[src/rtl/gpio_pkg.sv]
// Shared constants for the GPIO debounce/interrupt front end: register map and defaults.
package gpio_pkg;

    localparam int unsigned WB_AW = 2;
    localparam int unsigned WB_DW = 8;

    localparam logic [WB_AW-1:0] GPIO_DB_FILT = 2'd0;
    localparam logic [WB_AW-1:0] GPIO_DB_RISE = 2'd1;
    localparam logic [WB_AW-1:0] GPIO_DB_FALL = 2'd2;
    localparam logic [WB_AW-1:0] GPIO_DB_STAT = 2'd3;

    localparam int unsigned GPIO_DB_DEBOUNCE_DEFAULT = 16;

endpackage

[src/rtl/gpio_debounce_irq_if.sv]
// Wishbone classic register bus for the GPIO debounce/interrupt block.
interface gpio_debounce_irq_if;
    import gpio_pkg::*;

    logic [WB_AW-1:0] wb_adr_i;
    logic [WB_DW-1:0] wb_dat_i;
    logic             wb_we_i;
    logic             wb_cyc_i;
    logic             wb_stb_i;
    logic [2:0]       wb_cti_i;
    logic [1:0]       wb_bte_i;
    logic [WB_DW-1:0] wb_dat_o;
    logic             wb_ack_o;
    logic             wb_err_o;
    logic             wb_rty_o;

    modport master (
        output wb_adr_i, wb_dat_i, wb_we_i, wb_cyc_i, wb_stb_i, wb_cti_i, wb_bte_i,
        input  wb_dat_o, wb_ack_o, wb_err_o, wb_rty_o
    );

    modport slave (
        input  wb_adr_i, wb_dat_i, wb_we_i, wb_cyc_i, wb_stb_i, wb_cti_i, wb_bte_i,
        output wb_dat_o, wb_ack_o, wb_err_o, wb_rty_o
    );

endinterface

[src/rtl/gpio_debounce_bit.sv]
// One GPIO bit: two-flop synchroniser, consecutive-sample debounce counter, filtered
// value and single-cycle rise/fall indications for the edge that updates it.
module gpio_debounce_bit #(
    parameter int unsigned DEBOUNCE_CYCLES = 16
) (
    input  logic clk,
    input  logic rst,
    input  logic raw,
    output logic filt,
    output logic rise_c,
    output logic fall_c
);

    localparam int unsigned         CNT_W = $clog2(DEBOUNCE_CYCLES + 1);
    localparam logic [CNT_W-1:0]    LAST  = CNT_W'(DEBOUNCE_CYCLES - 1);

    logic             s1;
    logic             s2;
    logic [CNT_W-1:0] cnt;
    logic             toggle_c;

    // Toggle happens on the edge where the counter has seen DEBOUNCE_CYCLES differing samples.
    always_comb begin
        toggle_c = (s2 != filt) && (cnt == LAST);
        rise_c   = toggle_c && !filt;
        fall_c   = toggle_c && filt;
    end

    always_ff @(posedge clk) begin
        if (rst) begin
            s1   <= 1'b0;
            s2   <= 1'b0;
            cnt  <= '0;
            filt <= 1'b0;
        end else begin
            s1 <= raw;
            s2 <= s1;
            if (s2 == filt) begin
                cnt <= '0;
            end else if (toggle_c) begin
                cnt  <= '0;
                filt <= ~filt;
            end else begin
                cnt <= cnt + CNT_W'(1);
            end
        end
    end

endmodule

[src/rtl/gpio_debounce_irq.sv]
// GPIO input conditioning: per-bit debounce, edge-enable registers, W1C status and a
// level interrupt, all behind an 8-bit Wishbone classic slave.
module gpio_debounce_irq
    import gpio_pkg::*;
#(
    parameter int unsigned WIDTH           = 8,
    parameter int unsigned DEBOUNCE_CYCLES = GPIO_DB_DEBOUNCE_DEFAULT
) (
    input  logic             wb_clk,
    input  logic             wb_rst,
    input  logic [WIDTH-1:0] gpio_raw_i,
    output logic [WIDTH-1:0] gpio_filt_o,
    output logic             irq_o,
    gpio_debounce_irq_if.slave wb
);

    logic [WIDTH-1:0] rise_c;
    logic [WIDTH-1:0] fall_c;
    logic [WIDTH-1:0] rise_en;
    logic [WIDTH-1:0] fall_en;
    logic [WIDTH-1:0] status;
    logic [WIDTH-1:0] set_c;
    logic [WIDTH-1:0] clr_c;
    logic [WB_DW-1:0] rd_data_c;
    logic [WB_DW-1:0] dat_q;
    logic             ack_q;
    logic             req_c;
    logic             wr_c;
    logic             unused_bus;

    for (genvar i = 0; i < int'(WIDTH); i++) begin : g_bit
        gpio_debounce_bit #(
            .DEBOUNCE_CYCLES(DEBOUNCE_CYCLES)
        ) u_bit (
            .clk   (wb_clk),
            .rst   (wb_rst),
            .raw   (gpio_raw_i[i]),
            .filt  (gpio_filt_o[i]),
            .rise_c(rise_c[i]),
            .fall_c(fall_c[i])
        );
    end

    // A new request is only accepted while no ack is outstanding, so held strobes ack every other cycle.
    always_comb begin
        req_c = wb.wb_cyc_i && wb.wb_stb_i && !ack_q;
        wr_c  = req_c && wb.wb_we_i;
        set_c = (rise_c & rise_en) | (fall_c & fall_en);
        clr_c = (wr_c && (wb.wb_adr_i == GPIO_DB_STAT)) ? wb.wb_dat_i[WIDTH-1:0] : '0;
    end

    always_comb begin
        rd_data_c = '0;
        case (wb.wb_adr_i)
            GPIO_DB_FILT: rd_data_c = WB_DW'(gpio_filt_o);
            GPIO_DB_RISE: rd_data_c = WB_DW'(rise_en);
            GPIO_DB_FALL: rd_data_c = WB_DW'(fall_en);
            GPIO_DB_STAT: rd_data_c = WB_DW'(status);
            default:      rd_data_c = '0;
        endcase
    end

    // Set has priority over a W1C hitting the same bit on the same edge.
    always_ff @(posedge wb_clk) begin
        if (wb_rst) begin
            ack_q   <= 1'b0;
            dat_q   <= '0;
            rise_en <= '0;
            fall_en <= '0;
            status  <= '0;
        end else begin
            ack_q  <= req_c;
            status <= (status & ~clr_c) | set_c;
            if (req_c) begin
                dat_q <= rd_data_c;
            end
            if (wr_c && (wb.wb_adr_i == GPIO_DB_RISE)) begin
                rise_en <= wb.wb_dat_i[WIDTH-1:0];
            end
            if (wr_c && (wb.wb_adr_i == GPIO_DB_FALL)) begin
                fall_en <= wb.wb_dat_i[WIDTH-1:0];
            end
        end
    end

    assign irq_o       = |status;
    assign wb.wb_ack_o = ack_q;
    assign wb.wb_dat_o = dat_q;
    assign wb.wb_err_o = 1'b0;
    assign wb.wb_rty_o = 1'b0;

    // Burst qualifiers and upper data bits carry no meaning for this slave.
    assign unused_bus = ^{wb.wb_cti_i, wb.wb_bte_i, wb.wb_dat_i};

endmodule

[src/flat_wrapper.sv]
// flat-port wrapper written by rule: the top's interface ports become plain ports
module gpio_debounce_irq_flat import gpio_pkg::*;
#(
    parameter int unsigned WIDTH           = 8,
    parameter int unsigned DEBOUNCE_CYCLES = GPIO_DB_DEBOUNCE_DEFAULT
)
  (wb_clk, wb_rst, gpio_raw_i, gpio_filt_o, irq_o, wb_wb_adr_i, wb_wb_dat_i, wb_wb_we_i, wb_wb_cyc_i, wb_wb_stb_i, wb_wb_cti_i, wb_wb_bte_i, wb_wb_dat_o, wb_wb_ack_o, wb_wb_err_o, wb_wb_rty_o);
  gpio_debounce_irq_if wb_i ();
  input  logic wb_clk;
  input  logic wb_rst;
  input  logic [WIDTH-1:0] gpio_raw_i;
  output logic [WIDTH-1:0] gpio_filt_o;
  output logic irq_o;
  input wire logic [$bits(wb_i.wb_adr_i)-1:0] wb_wb_adr_i;
  input wire logic [$bits(wb_i.wb_dat_i)-1:0] wb_wb_dat_i;
  input wire logic [$bits(wb_i.wb_we_i)-1:0] wb_wb_we_i;
  input wire logic [$bits(wb_i.wb_cyc_i)-1:0] wb_wb_cyc_i;
  input wire logic [$bits(wb_i.wb_stb_i)-1:0] wb_wb_stb_i;
  input wire logic [$bits(wb_i.wb_cti_i)-1:0] wb_wb_cti_i;
  input wire logic [$bits(wb_i.wb_bte_i)-1:0] wb_wb_bte_i;
  output wire logic [$bits(wb_i.wb_dat_o)-1:0] wb_wb_dat_o;
  output wire logic [$bits(wb_i.wb_ack_o)-1:0] wb_wb_ack_o;
  output wire logic [$bits(wb_i.wb_err_o)-1:0] wb_wb_err_o;
  output wire logic [$bits(wb_i.wb_rty_o)-1:0] wb_wb_rty_o;
  assign wb_i.wb_adr_i = wb_wb_adr_i;
  assign wb_i.wb_dat_i = wb_wb_dat_i;
  assign wb_i.wb_we_i = wb_wb_we_i;
  assign wb_i.wb_cyc_i = wb_wb_cyc_i;
  assign wb_i.wb_stb_i = wb_wb_stb_i;
  assign wb_i.wb_cti_i = wb_wb_cti_i;
  assign wb_i.wb_bte_i = wb_wb_bte_i;
  assign wb_wb_dat_o = wb_i.wb_dat_o;
  assign wb_wb_ack_o = wb_i.wb_ack_o;
  assign wb_wb_err_o = wb_i.wb_err_o;
  assign wb_wb_rty_o = wb_i.wb_rty_o;
  gpio_debounce_irq #(.WIDTH(WIDTH), .DEBOUNCE_CYCLES(DEBOUNCE_CYCLES)) u_core (.wb_clk(wb_clk), .wb_rst(wb_rst), .gpio_raw_i(gpio_raw_i), .gpio_filt_o(gpio_filt_o), .irq_o(irq_o), .wb(wb_i));
endmodule
[config.mk]
export PLATFORM = sky130hd
export DESIGN_NAME = gpio_debounce_irq_flat
export DESIGN_NICKNAME = d
export VERILOG_FILES = /design/src/rtl/gpio_pkg.sv /design/src/rtl/gpio_debounce_irq_if.sv /design/src/rtl/gpio_debounce_bit.sv /design/src/rtl/gpio_debounce_irq.sv /design/src/flat_wrapper.sv
export SDC_FILE = /design/constraint.sdc
export NUM_CORES = 1
export LEC_CHECK = 0
export CORE_AREA = 5 5 88 90
export CTS_CLUSTER_DIAMETER = 100
export CTS_CLUSTER_SIZE = 28
export DETAILED_ROUTE_END_ITERATION = 8
export DIE_AREA = 0 0 93 95
export DONT_BUFFER_PORTS = 1
export PLACE_DENSITY = 0.75
export SYNTH_ARGS = -nofsm -noshare
export SYNTH_HDL_FRONTEND = slang
export SYNTH_SLANG_ARGS = --single-unit
[constraint.sdc]
create_clock -name wb_clk -period 2.6 [get_ports wb_clk]
set_input_delay 0.52 -clock wb_clk [delete_from_list [all_inputs] [get_ports wb_clk]]
set_output_delay 0.52 -clock wb_clk [all_outputs]
set_load 0.02 [all_outputs]
* Word level (Yosys, flattened, before mapping)
Index checks and enable logic that the tools add are counted. Widths: inputs -> output; s select.
Operators by class: reductions and logical operators 57, add/subtract/negate cells 8, bitwise operators 22, eq/ne operators 27, multiplexer cells 2
Operators by type and width (count):
- $add 5x1->5 const B | 8
- $eq 5x4->1 const B | 8
- $pmux 8 s4 | 1
- $logic_and 1x1->1 | 30
- $and 8x8->8 | 3
- $reduce_or 3->1 | 8
- $not 1->1 | 16
- $or 8x8->8 | 2
- $reduce_and 2->1 | 8
- $logic_not 1->1 | 9
- $eq 1x1->1 | 8
- $mux 8 | 1
- $ne 1x1->1 | 8
- $not 8->8 | 1
- $reduce_or 8->1 | 1
- $eq 2x2->1 const B | 2
- $eq 2x1->1 const B | 1
- $logic_not 2->1 | 1
Word-level totals: word-level logic and storage cells 153, flip-flop bits (word level) 97

* Depth between registers and ports, before layout
Gate-level depths: netlist of run 1.
depth after elaboration 8, gate-level depth with buffers 5, depth with buffers taken out 5

* Hierarchy
A second synthesis of run 1 with hierarchy kept.
Unflattened totals: cell total of the unflattened synthesis 412, area total of the unflattened synthesis 4047.6 um^2
Modules (own cells, without submodules):
- gpio_debounce_bit | cells an instance 30, area each 302.8 um^2, instances 8
- gpio_debounce_irq | cells an instance 172, area each 1625.3 um^2, instances 1

* Least setup slack after synthesis of run 1
No wires, ideal clock.
path type register to register, start reg u_core.g_bit[0].u_bit.cnt[0], end reg u_core.g_bit[0].u_bit.cnt[2], required time 2.535 ns, buffers on the path 0, path slack 1.104 ns, period minus slack after synthesis 1.496 ns, arrival 1.431 ns, cell stages (with the launch flop) 6, cells stage by stage dfxtp_1 -> ha_1 -> and3_1 -> ha_1 -> or3_1 -> nor2_1
Between the ends: cells in the longest elaborated chain, start to end 3, elaborated cells between the ends (all ways) 4, those cells by class add/sub: 1; eq/ne: 1; reduce/logical: 2
RTL lines:
- start, declared | RTL line gpio_debounce_bit.sv:19 | logic [CNT_W-1:0] cnt;
- start signal, assigned | RTL line gpio_debounce_bit.sv:44 | cnt <= cnt + CNT_W'(1);
- parallel branches: the longest is 3 deep, another holds $add 5x1->5
Parallel ways; which one is timed is not known. A chain may end at the register's enable or synchronous reset.

* Final worst setup path of run 1
start reg u_core.status[1], end out irq_o
Between the ends: cells in the longest elaborated chain, start to end 1
RTL lines:
- start, declared | RTL line gpio_debounce_irq.sv:21 | logic [WIDTH-1:0] status;
- start signal, assigned | RTL line gpio_debounce_irq.sv:73 | status <= (status & ~clr_c) | set_c;
- $reduce_or 8->1 | RTL line gpio_debounce_irq.sv:86 | assign irq_o = |status;
- end, declared | RTL line flat_wrapper.sv:13 | output logic irq_o;
No other way between the ends.

==> results of run 1 <==
worst max-delay path by stage:
stage,start,endpoint,slack [ns],cells after the start
floorplan,u_core.g_bit[0].u_bit.cnt[0],u_core.g_bit[0].u_bit.cnt[2],1.10,5
global placement,wb_wb_cyc_i,u_core.status[4],0.95,3
detailed placement,wb_wb_cyc_i,u_core.status[4],0.94,3
CTS,u_core.status[1],irq_o,0.81,2
global route,u_core.status[1],irq_o,0.73,2
finish,u_core.status[1],irq_o,0.80,2
cells in the mapped netlist, drive strengths merged:
library cell,number
o21ai,24
buf,20
nor2,49
mux4,8
clkbuf,8
xnor2,16
nand3,16
nand3b,1
ha,16
dfxtp,97
nand2b,2
and3b,17
nand4b,1
conb,1
nor2b,17
and3,8
mux2i,8
and4b,1
nand2,25
xor2,8
inv,17
a21oi,32
nor4,2
nand4,8
o31ai,8
or3,8
metal layers:
metal / track usage (%) / up-vias / part of all wire, %
met3: 6.22 / 6 / 8.6
met2: 29.7 / 73 / 48
li1: - / 1382 / -
met4: 5.74 / 0 / 0.90
met1: 20.6 / 1287 / 43
met5: 0 / - / 0
worst reg2reg max path: stages, from the launching register on:
cell	delay [ns]
dfxtp_1	0.40
nand4b_2	0.63
o31ai_1	0.46
a21oi_1	0.11
power by group through the flow:
stage / combinational [mW] / clock, mW / sequential (mW)
after floorplan: 0.0841 / 0 / 1.55
after global placement: 0.0636 / 0 / 1.55
after detailed placement: 0.0650 / 0 / 1.55
after CTS: 0.0653 / 0.973 / 1.52
after global routing: 0.0744 / 1.03 / 1.52
final: 0.0655 / 0.942 / 1.52
kinds of logic (layout without fill, tap and decap cells):
logic type,count (synthesis),after routing,synth area share (%)
adder cells (fa/ha/maj),16,16,4.98
other,1,2,0.0934
multiplexers,16,16,6.48
AO/OA/AOI/OAI,64,64,8.47
buffers and inverters,45,33,5.95
flip-flops,97,97,48.3
AND/OR/NAND/NOR,155,155,20.4
XOR/XNOR,24,24,5.23
sequential cells by signal, summed over array words and instances (netlist names):
| register | cells |
|---|---|
| u_core.fall_en | 8 |
| u_core.rise_en | 8 |
| u_core.wb.wb_ack_o | 1 |
| u_core.g_bit.u_bit.s1 | 8 |
| u_core.g_bit.u_bit.cnt | 40 |
| u_core.status | 8 |
| u_core.g_bit.u_bit.s2 | 8 |
| u_core.g_bit.u_bit.filt | 8 |
| u_core.wb.wb_dat_o | 8 |
metrics by stage:
stage               utilization (%)  worst slack (ns)  hold WS, ns
floorplan                         -              1.10        0.414
global placement               56.5             0.952        0.418
detailed placement             56.5             0.938        0.422
CTS                            59.3             0.815        0.221
global route                   59.3             0.730        0.210
finish                         59.3             0.800        0.231
final cells by class:
type | instances | area, µm²
clock inverter | 6 | 67.6
clock buffer | 10 | 128
fill | 601 | 2840
sequential | 97 | 1940
tap | 82 | 103
multi-input combinational | 277 | 1840
inverter | 17 | 63.8
==> qor.json, run 1 <==
{
  "timing.hold.worst_endpoint": {"value": "u_core.g_bit[7].u_bit.s1"},
  "vias": {"value": 2748},
  "rows": {"value": 31},
  "worst_slew_pin_slew": {"value": 0.721, "unit": "ns"},
  "layout.cells.non_filler": {"value": 489},
  "h_tree_level_count": {"value": 3},
  "floorplan.initialDensity": {"value": 57.5, "unit": "%"},
  "numClockSinks": {"value": 97},
  "clockBufferDepth": {"value": 2},
  "vias_per_cell": {"value": 5.62},
  "cp_max_fo": {"value": 3},
  "share_of_final_layout_standard_cells_stronger_than_drive_strength_1": {"value": 6.14, "unit": "%"},
  "fin_tns_setup": {"value": 0, "unit": "ns"},
  "cts_made_buffers": {"value": 9},
  "clock_power_share": {"value": 37.3, "unit": "%"},
  "worstHoldStart": {"value": "wb_rst"},
  "synth.lib_cells_used.distinct": {"value": 30},
  "post_dp_cell_area": {"value": 0.00395, "unit": "mm²"},
  "critPathCaptureType": {"value": "primary output"},
  "layout.cell_area.non_filler": {"value": 0.00414, "unit": "mm²"},
  "design.portCount": {"value": 48},
  "dp_cells": {"value": 473},
  "die_h": {"value": 95, "unit": "µm"},
  "p_int": {"value": 1.98, "unit": "mW"},
  "sequential_share_of_power": {"value": 60.1, "unit": "%"},
  "detail_route.wirelength": {"value": 7.02, "unit": "mm"},
  "dieWidth": {"value": 93, "unit": "µm"},
  "finalSetupViolations": {"value": 0},
  "timing.reg2reg.setup_slack": {"value": 0.89, "unit": "ns"},
  "grt_setup_unrepaired": {"value": "false"},
  "max_cap_check_violation_count": {"value": 0},
  "postCtsSetupRepairBufs": {"value": 0},
  "cts_repair_resize_count": {"value": 0},
  "detailedPlacementHpwl": {"value": 4.88, "unit": "mm"},
  "crit_slowest_cell": {"value": "dfxtp_1"},
  "r2r_start": {"value": "u_core.wb.wb_ack_o"},
  "groute.usage.overall": {"value": 17.5, "unit": "%"},
  "io_buffer_count": {"value": 0},
  "grt_start_max_net_pins": {"value": 66},
  "synth.area.top_cells": {"value": "dfxtp_1 48%, ha_1 5.0%, nor2_1 4.6%"},
  "class_of_the_most_critical_setup_path": {"value": "register to primary output"},
  "design.die.area": {"value": 0.00884, "unit": "mm²"},
  "hold_violations": {"value": 0},
  "antenna_found_initial": {"value": 0},
  "leakage": {"value": 1.52, "unit": "nW"},
  "finish.net_count": {"value": 446},
  "syn2layout_area_growth": {"value": 3.15, "unit": "%"},
  "antenna_diode_count": {"value": 0},
  "synth-seq-cells": {"value": 97},
  "ctsHoldBuffers": {"value": 0},
  "rr_worst_depth": {"value": 3},
  "timing.slew.headroom": {"value": 51.9, "unit": "%"},
  "synth.yosys.seq_area_share": {"value": 48.3, "unit": "%"},
  "path_clk_slew": {"value": 0.09, "unit": "ns"},
  "post_synth.cell_area_avg": {"value": 9.61, "unit": "µm²"},
  "p_sw_share": {"value": 21.6, "unit": "%"},
  "net_switching": {"value": 0.544, "unit": "mW"},
  "hold_path_cell_cnt": {"value": 1},
  "startpoint_class": {"value": "register"},
  "maxSlewViolCount": {"value": 0},
  "core": {"value": 0.00698, "unit": "mm²"},
  "detail_route.drc_violations": {"value": 0},
  "cp_slowest_stage_delay": {"value": 0.35, "unit": "ns"},
  "critical_path_arrival": {"value": 1.28, "unit": "ns"},
  "clock-skew-final": {"value": 0.00607, "unit": "ns"},
  "grt_first_pass_wirelength": {"value": 12.3, "unit": "mm"},
  "yosysWarnings": {"value": 0},
  "first_global_vias": {"value": 2747},
  "synth_area": {"value": 0.00402, "unit": "mm²"},
  "clk_root_buffer_cell": {"value": "clkbuf_8"},
  "critical_path.top_delay_family": {"value": "simple AND/OR/NAND/NOR gates"},
  "vdd_ir_drop_max": {"value": 0.333, "unit": "mV"},
  "layout.cells.most_common": {"value": "dfxtp_1"},
  "crit_path_cell_trace": {"value": "nor4_1, nand2_1"},
  "power_density": {"value": 609, "unit": "mW/mm²"},
  "gp_routability_congestion": {"value": 0.760},
  "finalCriticalPeriod": {"value": 1.80, "unit": "ns"},
  "run_status": {"value": "complete, no violations"},
  "worstHoldPathType": {"value": "primary input to register"},
  "wire_per_inst": {"value": 14.4, "unit": "µm"},
  "synth_area_leader_cell": {"value": "dfxtp_1"},
  "drt_first_iter_violations": {"value": 152},
  "layout_common_cells": {"value": "97 x dfxtp_1, 49 x nor2_1, 32 x a21oi_1"},
  "critical_path.reg2reg.endpoint": {"value": "u_core.status[4]"},
  "overflow": {"value": 0},
  "crit_buf_inv": {"value": 0},
  "worst_ep_required_time": {"value": 2.08, "unit": "ns"},
  "p_comb_share": {"value": 2.6, "unit": "%"},
  "synthCells": {"value": 418},
  "ant_nets": {"value": 0},
  "post-route-period-util": {"value": 69.2, "unit": "%"},
  "timing.fmax": {"value": 0.555, "unit": "GHz"},
  "tritoncts": {"value": "done"},
  "synth_top_cell_area_share": {"value": 48.3, "unit": "%"},
  "clock_insertion_delay_worst_skew": {"value": 0.35, "unit": "ns"},
  "fin_total_pwr": {"value": 2.52, "unit": "mW"},
  "first_pass_iters": {"value": 4}
}
(Power assumes the default switching activity.)
==> inputs of run 2 (changes only) <==
--- a/config.mk
+++ b/config.mk
@@ -5,13 +5,13 @@
 export SDC_FILE = /design/constraint.sdc
 export NUM_CORES = 1
 export LEC_CHECK = 0
-export CORE_AREA = 5 5 88 90
+export CORE_AREA = 5 5 91 93
 export CTS_CLUSTER_DIAMETER = 100
 export CTS_CLUSTER_SIZE = 28
 export DETAILED_ROUTE_END_ITERATION = 8
-export DIE_AREA = 0 0 93 95
+export DIE_AREA = 0 0 96 98
 export DONT_BUFFER_PORTS = 1
-export PLACE_DENSITY = 0.75
+export PLACE_DENSITY = 0.73
 export SYNTH_ARGS = -nofsm -noshare
 export SYNTH_HDL_FRONTEND = slang
 export SYNTH_SLANG_ARGS = --single-unit
==> constraint.sdc (replaced) <==
create_clock -name wb_clk -period 1.5 [get_ports wb_clk]
set_input_delay 0.3 -clock wb_clk [delete_from_list [all_inputs] [get_ports wb_clk]]
set_output_delay 0.3 -clock wb_clk [all_outputs]
set_load 0.02 [all_outputs]
==> run 2 against run 1 <==
  * Global-route usage grew 1.3 points
  * Flip-flop and latch count is the same
  * Combinational power grew to 3.0 times the previous value
  * Final area grew 14%
  * Clock skew grew 0.0044 ns
  * Clock power grew 97%
  * Register-to-register slack lost 0.87 ns
  * Worst setup slack lost 0.78 ns
  * Non-clock buffer count grew 35
  * Via count grew 8.5%
  * Critical path depth grew 3
  * Cell count grew 11%
  * Largest cell class is now multi-input gates
  * Highest routed layer unchanged
==> qor.json, run 2 (same netlist as run 1, synthesis figures left out) <==
{
  "maxSlewViolCount": {"value": 0, "change": "unchanged"},
  "drt_first_iter_violations": {"value": 182, "change": "was 152"},
  "detail_route.wirelength": {"value": 8.73, "unit": "mm", "change": "was 7.02 mm"},
  "fin_total_pwr": {"value": 4.68, "unit": "mW", "change": "was 2.52 mW"},
  "timing.fmax": {"value": 0.677, "unit": "GHz"},
  "finalSetupViolations": {"value": 0, "change": "unchanged"},
  "area_taken_by_multi_input_logic_gates": {"value": 0.00209, "unit": "mm²", "change": "was 0.00184 mm²"},
  "wire_per_inst": {"value": 16.0, "unit": "µm", "change": "was 14.4 µm"},
  "ant_nets": {"value": 0, "change": "unchanged"},
  "critPathCaptureType": {"value": "register", "change": "was primary output"},
  "max_cap_check_violation_count": {"value": 0, "change": "unchanged"},
  "post-route-period-util": {"value": 98.4, "unit": "%"},
  "crit_slowest_cell": {"value": "or3_4", "change": "was dfxtp_1"},
  "finalCriticalPeriod": {"value": 1.48, "unit": "ns"},
  "power_density": {"value": 988, "unit": "mW/mm²", "change": "was 609 mW/mm²"},
  "layout_common_cells": {"value": "85 x dfxtp_1, 32 x a21oi_1, 28 x buf_4", "change": "was 97 x dfxtp_1, 49 x nor2_1, 32 x a21oi_1"},
  "dieWidth": {"value": 96, "unit": "µm", "change": "was 93 µm"},
  "clk_root_buffer_cell": {"value": "clkbuf_8", "change": "unchanged"},
  "largest_register": {"value": "u_core.g_bit.u_bit.cnt", "change": "unchanged"},
  "groute.usage.overall": {"value": 18.8, "unit": "%", "change": "was 17.5%"},
  "cpMostUsedCell": {"value": "ha_2"},
  "fillcell_total": {"value": 607, "change": "was 601"},
  "timing.slew.headroom": {"value": 46.0, "unit": "%", "change": "was 51.9%"},
  "clock-skew-final": {"value": 0.0105, "unit": "ns", "change": "was 0.00607 ns"},
  "ff_latch_area": {"value": 0.00196, "unit": "mm²", "change": "was 0.00194 mm²"},
  "antenna_diode_count": {"value": 0, "change": "unchanged"},
  "design.die.area": {"value": 0.00941, "unit": "mm²", "change": "was 0.00884 mm²"},
  "overflow": {"value": 0, "change": "unchanged"},
  "share_of_final_layout_standard_cells_stronger_than_drive_strength_1": {"value": 27.8, "unit": "%", "change": "was 6.14%"},
  "cp_slowest_stage_delay": {"value": 0.43, "unit": "ns", "change": "was 0.35 ns"},
  "vias": {"value": 2981, "change": "was 2748"},
  "vias_per_cell": {"value": 5.48, "change": "was 5.62"},
  "detailedPlacementHpwl": {"value": 5.22, "unit": "mm", "change": "was 4.88 mm"},
  "layout.cells.most_common": {"value": "dfxtp_1", "change": "unchanged"},
  "critical_path.top_delay_family": {"value": "simple AND/OR/NAND/NOR gates", "change": "unchanged"},
  "worst_slew_pin_slew": {"value": 0.807, "unit": "ns", "change": "was 0.721 ns"},
  "floorplan.initialDensity": {"value": 53.9, "unit": "%", "change": "was 57.5%"},
  "critical_path_arrival": {"value": 1.79, "unit": "ns", "change": "was 1.28 ns"},
  "syn2layout_area_growth": {"value": 18.1, "unit": "%", "change": "was 3.15%"},
  "crit_buf_inv": {"value": 0, "change": "unchanged"},
  "cp_max_fo": {"value": 5, "change": "was 3"},
  "leakage": {"value": 1.69, "unit": "nW", "change": "was 1.52 nW"},
  "io_buffer_count": {"value": 0, "change": "unchanged"},
  "first_pass_iters": {"value": 4, "change": "unchanged"},
  "grt_start_max_net_pins": {"value": 28, "change": "was 66"},
  "finish.net_count": {"value": 481, "change": "was 446"},
  "hold_violations": {"value": 0, "change": "unchanged"},
  "layout.cells.non_filler": {"value": 544, "change": "was 489"},
  "antenna_found_initial": {"value": 0, "change": "unchanged"},
  "startpoint_class": {"value": "register", "change": "unchanged"},
  "dp_cells": {"value": 520, "change": "was 473"},
  "clock_insertion_delay_worst_skew": {"value": 0.37, "unit": "ns", "change": "was 0.35 ns"},
  "gp_routability_congestion": {"value": 0.726, "change": "was 0.760"},
  "first_global_vias": {"value": 2876, "change": "was 2747"},
  "clockBufferDepth": {"value": 2, "change": "unchanged"},
  "vdd_ir_drop_max": {"value": 0.588, "unit": "mV", "change": "was 0.333 mV"},
  "class_of_the_most_critical_setup_path": {"value": "register to register", "change": "was register to primary output"},
  "design.portCount": {"value": 48, "change": "unchanged"},
  "worst_ep_required_time": {"value": 1.81, "unit": "ns", "change": "was 2.08 ns"},
  "worstHoldPathType": {"value": "primary input to register", "change": "unchanged"},
  "crit_path_cell_trace": {"value": "ha_2, and3_1, ha_2, or3_4, nor2_2", "change": "was nor4_1, nand2_1"},
  "core": {"value": 0.00745, "unit": "mm²", "change": "was 0.00698 mm²"},
  "die_h": {"value": 98, "unit": "µm", "change": "was 95 µm"},
  "path_clk_slew": {"value": 0.09, "unit": "ns", "change": "about the same"},
  "rows": {"value": 32, "change": "was 31"},
  "numClockSinks": {"value": 97, "change": "unchanged"},
  "detail_route.drc_violations": {"value": 0, "change": "unchanged"},
  "largest_register_ff_count": {"value": 40, "change": "unchanged"},
  "cts_made_buffers": {"value": 9, "change": "unchanged"},
  "grt_setup_unrepaired": {"value": "true", "change": "was false"},
  "grt_first_pass_wirelength": {"value": 13.7, "unit": "mm", "change": "was 12.3 mm"},
  "tritoncts": {"value": "done", "change": "unchanged"},
  "h_tree_level_count": {"value": 3, "change": "unchanged"},
  "run_status": {"value": "complete, no violations", "change": "unchanged"}
}
run 2: cell types whose count changed in the layout (fill, tap and decap cells not counted), sizes merged:
cell	previous run	this run
dlygate4sd3	0	7
inv	18	19
buf	0	28
clkinvlp	2	1
clkinv	2	1
bufinv	1	2
run 2: layer usage:
| layer | global-route usage (%) | vias to the layer above | part of all wire (%) |
|---|---|---|---|
| met5 | 0 | - | 0 |
| met4 | 6.89 | 0 | 2.0 |
| met3 | 6.78 | 14 | 9.1 |
| met2 | 29.2 | 98 | 48 |
| met1 | 23.8 | 1415 | 40 |
| li1 | - | 1454 | - |
run 2: final timing paths:
kind	cells past startpoint	to	start	slack (ns)
setup / recovery	5	u_core.g_bit[2].u_bit.cnt[2]	u_core.g_bit[2].u_bit.cnt[0]	0.02
hold reg to reg	1	u_core.g_bit[7].u_bit.s2	u_core.g_bit[7].u_bit.s1	0.45
hold / removal	1	u_core.g_bit[2].u_bit.s1	gpio_raw_i[2]	0.06
setup reg to reg	5	u_core.g_bit[2].u_bit.cnt[2]	u_core.g_bit[2].u_bit.cnt[0]	0.02
run 2: layout make-up:
type                            count  share of cell area [%]
Multi-Input combinational cell    277                    44.1
Inverter                           17                    1.35
Clock buffer                       10                    2.69
Clock inverter                      6                    1.90
Timing Repair Buffer               35                    5.91
Sequential cell                    97                    41.3
Tap cell                          102                    2.69
run 2: power by group:
group / internal (mW) / total, mW / switching, mW / leakage [nW]
clock: 0.949 / 1.86 / 0.913 / 0.107
sequential: 2.61 / 2.63 / 0.0222 / 0.792
combinational: 0.0823 / 0.194 / 0.112 / 0.794
total: 3.64 / 4.68 / 1.05 / 1.69
run 2: repair_timing:
item	CTS	global route
cloned	0	0
resized for setup	15	65
endpoints found under the setup margin	40	41
buffers inserted	0	1
pin swaps	7	27
hold buffers	6	1
hold endpoints to repair	17	3
run 2: metrics by stage:
step | setup TNS (ns) | worst slack, ns | utilization [%] | area [µm²] | hold slack, ns
CTS | -0.00693 | -0.00693 | 60.7 | 4520 | 0.0000472
global placement | 0 | 0.00265 | 56.1 | 4180 | 0.379
global route | -0.104 | -0.0271 | 63.7 | 4740 | 0.0454
finish | 0 | 0.0239 | 63.7 | 4740 | 0.0595
floorplan | 0 | 0.00424 | - | 4020 | 0.414
detailed placement | -0.681 | -0.0624 | 56.1 | 4180 | 0.381
